===== config.mk =====
export PLATFORM = sky130hd
export DESIGN_NAME = dom_and_nshare
export DESIGN_NICKNAME = d
export VERILOG_FILES = /design/src/rtl/dom_pkg.sv /design/src/rtl/dom_reg_stage.sv /design/src/rtl/dom_and_nshare.sv
export SDC_FILE = /design/constraint.sdc
export NUM_CORES = 1
export LEC_CHECK = 0
export CAP_MARGIN = 20
export CORE_AREA = 2 2 39 41
export CTS_CLUSTER_DIAMETER = 30
export DETAILED_ROUTE_END_ITERATION = 16
export DIE_AREA = 0 0 41 43
export PLACE_DENSITY = 0.46
export SYNTH_ARGS = -nofsm -noshare
export SYNTH_HDL_FRONTEND = slang
export SYNTH_SLANG_ARGS = --single-unit

===== constraint.sdc =====
create_clock -name clk -period 1.13 [get_ports clk]
set_input_delay 0.1695 -clock clk [delete_from_list [all_inputs] [get_ports clk]]
set_output_delay 0.1695 -clock clk [all_outputs]
set_load 0.01 [all_outputs]

===== src/rtl/dom_pkg.sv =====
// Shared helpers for the domain-oriented masked AND: randomness count
// and the lexicographic share-pair index used to pick resharing words.
package dom_pkg;

    // Fresh random words consumed per operation for n shares.
    function automatic int nrand(input int n);
        return (n * (n - 1)) / 2;
    endfunction

    // Lexicographic index of unordered pair {i,j}:
    // (0,1)=0, (0,2)=1, ..., (0,n-1), (1,2), ...
    function automatic int pair_idx(input int n, input int i, input int j);
        int a;
        int b;
        a = (i < j) ? i : j;
        b = (i < j) ? j : i;
        return a * n - (a * (a + 1)) / 2 + (b - a - 1);
    endfunction

endpackage


===== src/rtl/dom_reg_stage.sv =====
// One-entry valid/ready register stage with full throughput.
// Ports: clk_i, rst_ni, in_valid_i/in_ready_o/in_data_i,
// out_valid_o/out_ready_i/out_data_o. Loads only on a transfer.
module dom_reg_stage #(
    parameter int DATA_W = 1
) (
    input  logic              clk_i,
    input  logic              rst_ni,
    input  logic              in_valid_i,
    output logic              in_ready_o,
    input  logic [DATA_W-1:0] in_data_i,
    output logic              out_valid_o,
    input  logic              out_ready_i,
    output logic [DATA_W-1:0] out_data_o
);

    logic              valid_q, valid_d;
    logic [DATA_W-1:0] data_q, data_d;
    logic              load;

    assign in_ready_o  = !valid_q || out_ready_i;
    assign load        = in_valid_i && in_ready_o;
    assign out_valid_o = valid_q;
    assign out_data_o  = data_q;

    always_comb begin
        valid_d = valid_q;
        data_d  = data_q;
        if (load) begin
            valid_d = 1'b1;
            data_d  = in_data_i;
        end else if (out_ready_i) begin
            valid_d = 1'b0;
        end
    end

    always_ff @(posedge clk_i or negedge rst_ni) begin
        if (!rst_ni) begin
            valid_q <= 1'b0;
            data_q  <= '0;
        end else begin
            valid_q <= valid_d;
            data_q  <= data_d;
        end
    end

endmodule


===== src/rtl/dom_and_nshare.sv =====
// Domain-oriented masked AND of NSHARES Boolean shares, WIDTH bits each.
// Ports: clk, rst_n, x_sh/y_sh (operand shares), z (NRAND random words),
// in_valid/in_ready, c_sh (result shares), out_valid/out_ready.
// Macro DOM_AND_OUTREG_EN adds a registered output stage (latency 2).
module dom_and_nshare
    import dom_pkg::*;
#(
    parameter  int NSHARES = 2,
    parameter  int WIDTH   = 1,
    localparam int NRAND   = nrand(NSHARES)
) (
    input  logic                     clk,
    input  logic                     rst_n,
    input  logic [NSHARES*WIDTH-1:0] x_sh,
    input  logic [NSHARES*WIDTH-1:0] y_sh,
    input  logic [NRAND*WIDTH-1:0]   z,
    input  logic                     in_valid,
    output logic                     in_ready,
    output logic [NSHARES*WIDTH-1:0] c_sh,
    output logic                     out_valid,
    input  logic                     out_ready
);

    localparam int SW = NSHARES * WIDTH;

    logic [SW-1:0]   inner_d, cross_d;
    logic [SW-1:0]   inner_q, cross_q;
    logic [SW-1:0]   c_int;
    logic [2*SW-1:0] s1_data;
    logic            s1_valid, s1_ready;

    // Per domain: inner product kept apart from the resharing sum so no
    // unmasked cross-domain combination exists before the register.
    always_comb begin
        inner_d = '0;
        cross_d = '0;
        for (int i = 0; i < NSHARES; i++) begin
            inner_d[i*WIDTH +: WIDTH] =
                x_sh[i*WIDTH +: WIDTH] & y_sh[i*WIDTH +: WIDTH];
            for (int j = 0; j < NSHARES; j++) begin
                if (j != i) begin
                    cross_d[i*WIDTH +: WIDTH] ^=
                        (x_sh[i*WIDTH +: WIDTH] & y_sh[j*WIDTH +: WIDTH])
                        ^ z[pair_idx(NSHARES, i, j)*WIDTH +: WIDTH];
                end
            end
        end
    end

    dom_reg_stage #(
        .DATA_W (2*SW)
    ) u_stage1 (
        .clk_i       (clk),
        .rst_ni      (rst_n),
        .in_valid_i  (in_valid),
        .in_ready_o  (in_ready),
        .in_data_i   ({cross_d, inner_d}),
        .out_valid_o (s1_valid),
        .out_ready_i (s1_ready),
        .out_data_o  (s1_data)
    );

    assign inner_q = s1_data[SW-1:0];
    assign cross_q = s1_data[2*SW-1:SW];
    assign c_int   = inner_q ^ cross_q;

`ifdef DOM_AND_OUTREG_EN
    dom_reg_stage #(
        .DATA_W (SW)
    ) u_stage2 (
        .clk_i       (clk),
        .rst_ni      (rst_n),
        .in_valid_i  (s1_valid),
        .in_ready_o  (s1_ready),
        .in_data_i   (c_int),
        .out_valid_o (out_valid),
        .out_ready_i (out_ready),
        .out_data_o  (c_sh)
    );
`else
    assign s1_ready  = out_ready;
    assign out_valid = s1_valid;
    assign c_sh      = c_int;
`endif

endmodule


== After elaboration in Yosys (flattened, before gate mapping) ==
Cells that the tools add are included.

* Register bits after elaboration: 5
* Output and inout bits: 4

* Multiplexer cells: 2
* Bitwise gates (word level): 7
* Reduce and logical (&&, ||, !) cells: 4

{| class="wikitable"
|+ Operators with widths
! operator !! count
|-
| bitwise AND 1 bit || 4
|-
| two-way mux 1 bit || 2
|-
| nonzero test 2 bit || 1
|-
| XOR 1 bit || 2
|-
| XOR 2 bit || 1
|-
| logical AND 1 bit || 1
|-
| logical NOT 1 bit || 1
|-
| logical OR 1 bit || 1
|}

== Longest topological paths before layout ==
Gate-level depths: netlist (run 1).

* Depth in word-level cells: 4
* Gate-level depth with buffers: 4

== Modules after synthesis ==
From an unflattened synthesis (run 1), not the netlist that was laid out.

* Cell total of the unflattened synthesis: 20
* Area total of the unflattened synthesis: 274.0 um^2

{| class="wikitable"
|+ By module, submodules not included
! module !! instances !! cells each !! area an instance (um^2) !! sequential area each (um^2)
|-
| dom_reg_stage || 1 || 12 || 217.7 || 125.1
|-
| dom_and_nshare || 1 || 8 || 56.3 || 0.0
|}

== Worst setup path before layout (run 1) ==
Ideal clock, no wire load.

* Path kind: reg2reg
* From: register u_stage1.valid_q, in the netlist u_stage1.out_valid_o
* To: register u_stage1.data_q[0], in the netlist u_stage1.out_data_o[0]
* Library setup time: 120 ps
* Data arrival time: 873 ps
* Data required time: 1010 ps
* Slack: 137 ps
* Cell stages (with the launch flop): 5
* Path buffers: 1
* Clock period less this slack: 993 ps
* Path through: dfrtp_1 > nand2b_4 > buf_6 > a21boi_2 > a41o_1

* Word-level cells in the longest chain between the ends: 3

{| class="wikitable"
|+ Ends and longest elaborated chain
! what !! RTL line !! RTL
|-
| from (decl) || dom_reg_stage.sv:17 || <nowiki>logic valid_q, valid_d;</nowiki>
|-
| from (signal assigned) || dom_reg_stage.sv:42 || <nowiki>valid_q <= valid_d;</nowiki>
|-
| logical NOT 1 bit || dom_reg_stage.sv:21 || <nowiki>assign in_ready_o = !valid_q || out_ready_i;</nowiki>
|-
| logical OR 1 bit || dom_reg_stage.sv:21 ||
|-
| via in_ready || dom_and_nshare.sv:18 || <nowiki>output logic in_ready,</nowiki>
|-
| logical AND 1 bit || dom_reg_stage.sv:22 || <nowiki>assign load = in_valid_i && in_ready_o;</nowiki>
|-
| to (signal assigned) || dom_reg_stage.sv:43 || <nowiki>data_q <= data_d;</nowiki>
|-
| to (decl) || dom_reg_stage.sv:18 || <nowiki>logic [DATA_W-1:0] data_q, data_d;</nowiki>
|}

The timed path passes the listed nets, and every way through them passes these cells.
A chain may end at the register's enable or synchronous reset.

== Worst setup path in the final report (run 1) ==
* From: register u_stage1.data_q[1], in the netlist u_stage1.out_data_o[1]
* To: output c_sh[1]

* Word-level cells in the longest chain between the ends: 1

{| class="wikitable"
|+ Ends and longest elaborated chain
! what !! RTL line !! RTL
|-
| XOR 2 bit || dom_and_nshare.sv:65 || <nowiki>assign c_int = inner_q ^ cross_q;</nowiki>
|-
| to (decl) || dom_and_nshare.sv:19 || <nowiki>output logic [NSHARES*WIDTH-1:0] c_sh,</nowiki>
|}

No other way between the ends.

==> metrics, run 1 <==
Commonest cells post-synth=dfrtp_1, xor2_1; First-pass DRT Iterations=1; DR iter-0 viols=0; layout cells sized above 1=0.282; post-route cell area=419 um2; Hold Buf Count CTS=0; synth warn=0; Post-synth EDFFs=0; global-route wire length before repair=931 um; Simple-Gate Fraction of Synth Area=0.102; Final period util=0.964; Fin Clk Skew=0.00824 ns; RSZ-0062 raised after global routing=yes; GPL Wtd Cong=0.582; mux share of post-synthesis cell area=0; count of cell types in the netlist=11; complex-gate fraction of the synthesized area=0.242; worst slew pin tran=0.331 ns; worst reg-to-reg setup slack=0.10 ns; final hold vios=0; largest family of logic cells by synthesized area=compound AO/OA/AOI/OAI gates; largest area contributor in the netlist=dfrtp_1; Setup crit start kind=flop; slew margin rel.=0.779; total track usage=0.0859; Setup CP Type=flop to primary output; Area after DPL=400 um2; r2r startpoint=u_stage1.out_valid_o; leakage power=roughly 0.19 nW; remaining antenna violation count=0; max-cap viol count=0; Die H=approximately 43 um; status=finished, final reports clean; initial antenna violation count=0; post-synthesis cell area=269 um2; power per cell area=1350 mW/mm2; Synth area leaders=dfrtp_1, xor2_1, a21boi_2, a41o_1, nand2b_4; Core Region=around 0.0014 mm2; maximum VDD drop=0.000560 V; Residual DRC=0; Post-Syn Area per Cell=11.7 um2; fmax=0.918 GHz; total gr overflow=0; drt total wl=roughly 590 um; Post-Synth Adder-Cell Area=0; prevailing post-synth register cell=dfrtp_1; CTS clk-pin slew, worst paths=0.05 ns; Tightest Hold Check Type=input pin to asynchronous set/reset pin; htree depth=1; IO buf count=12; fillers=145; Via density=around 4.1; count leader, synth=dfrtp_1; Num CTS Buffers=3; CTS tree=built; die area=approximately 0.0018 mm2; routed vias=approximately 230; Worst setup EP type=primary output; Req. time, crit path=around 0.96 ns; largest net degree at the start of global routing=10; die width=a little over 40 um; fin. max-slew vios=0; Seq/Total Area, Yosys=0.465; FF-to-FF path depth=4; r2r endpoint=u_stage1.out_data_o[0]; async set-reset flop share out of synthesis=1.00; drt wl/cell=10.8 um; vias in the first global route=around 220; post-synth top area share=0.465; Post-Synth XOR/XNOR Area=0.130; Final nets=around 50; total chip power=about 0.57 mW; diode count=0; Syn Nets=32; Clock Root Buffer=clkbuf_4; min cycle time layout=1.09 ns; crit path max fanout=2; row cnt=14; I/O pin count=13; clock sinks=5; crit path DAT=0.92 ns; maximum buffer depth of the clock tree=2; Cell Count, Final, Fillers Out=55; Clk Latency, worst-skew pair=0.24 ns; # placed instances=50; setup violators final=0; Mapped Cells=23; P&R area growth vs syn=55.8%; Synth Register Bits=5; effective utilization at floorplan=0.194
## cell families after synthesis
group | count (synthesis)
buffers and inverters | 2
XOR/XNOR | 4
AND/OR/NAND/NOR | 4
flip-flops | 5
AO/OA/AOI/OAI | 8
## critical path, stage by stage, from the launching register on
cell	delay, ns
dfrtp_1	0.38
xor2_1	0.16
buf_2	0.14
## per-stage QoR
step	setup TNS [ns]	setup WS (ns)	utilization	hold slack [ns]
after floorplan	0	0.137	-	-0.126
after global placement	-0.978	-0.309	0.289	0.417
after detailed placement	-0.992	-0.303	0.289	0.420
after CTS	0	0.0172	0.297	0.158
after global routing	-0.0115	-0.0115	0.303	0.164
final	0	0.0407	0.303	0.150
## state kept, by name, summed over array words and instances (netlist names)
name	count
u_stage1.out_data_o	4
u_stage1.out_valid_o	1
## timing repair
| action | in CTS | in global routing |
|---|---|---|
| endpoints found under the setup margin | 4 | 2 |
| gates resized for setup | 13 | 1 |
| buffers inserted | 0 | 1 |
| pin swaps | 0 | 1 |
| endpoints found under the hold margin | 0 | 0 |
## layout make-up
type,instances,area (um2),share of cell area
clock buffers,4,26.3,0.0627
multi-input cells,16,128,0.304
flip-flops and latches,5,125,0.299
well taps,16,20.0,0.0478
repair buffers,14,120,0.287
## worst max path at each step
stage,start,endpoint,slack [ns],cells after the start
6_report,u_stage1.out_data_o[1],c_sh[1],0.04,2
5_1_grt,u_stage1.out_data_o[1],c_sh[1],-0.01,2
4_1_cts,u_stage1.out_valid_o,out_valid,0.02,1
3_5_place_dp,out_ready,in_ready,-0.30,3
3_3_place_gp,out_ready,in_ready,-0.31,3
2_1_floorplan,u_stage1.out_valid_o,u_stage1.out_data_o[0],0.14,4
## metal layers
metal,GRT usage,part of all wire,vias to the layer above
met5,0,0,-
met2,0.119,0.47,11
met1,0.0820,0.40,99
li1,-,-,115
met4,0.0800,0.014,0
met3,0.0524,0.11,2
## report_power, final
part	switching (mW)	internal, mW
sequential	0.0147	0.201
clock	0.0758	0.134
combinational	0.0604	0.0814
## cell usage in the layout, fill, tap and decap left out, types with 3 or more instances in the layout
cell type / n
xor2_1: 4
clkbuf_4: 3
dfrtp_1: 5
clkdlybuf4s50_1: 8
buf_2: 3
No activity file was read; power rests on OpenSTA's default activity.
==> run 2: changes to the inputs <==
Settings changed: ABC_AREA set to 0.
==> results of run 2 <==
No change in the layout: final DEF, timing and power equal those of run 1.
==> run 3: changes to the inputs <==
Settings changed: ABC_AREA 0 to unset.
==> results of run 3 <==
No change in the layout: final DEF, timing and power equal those of run 1.
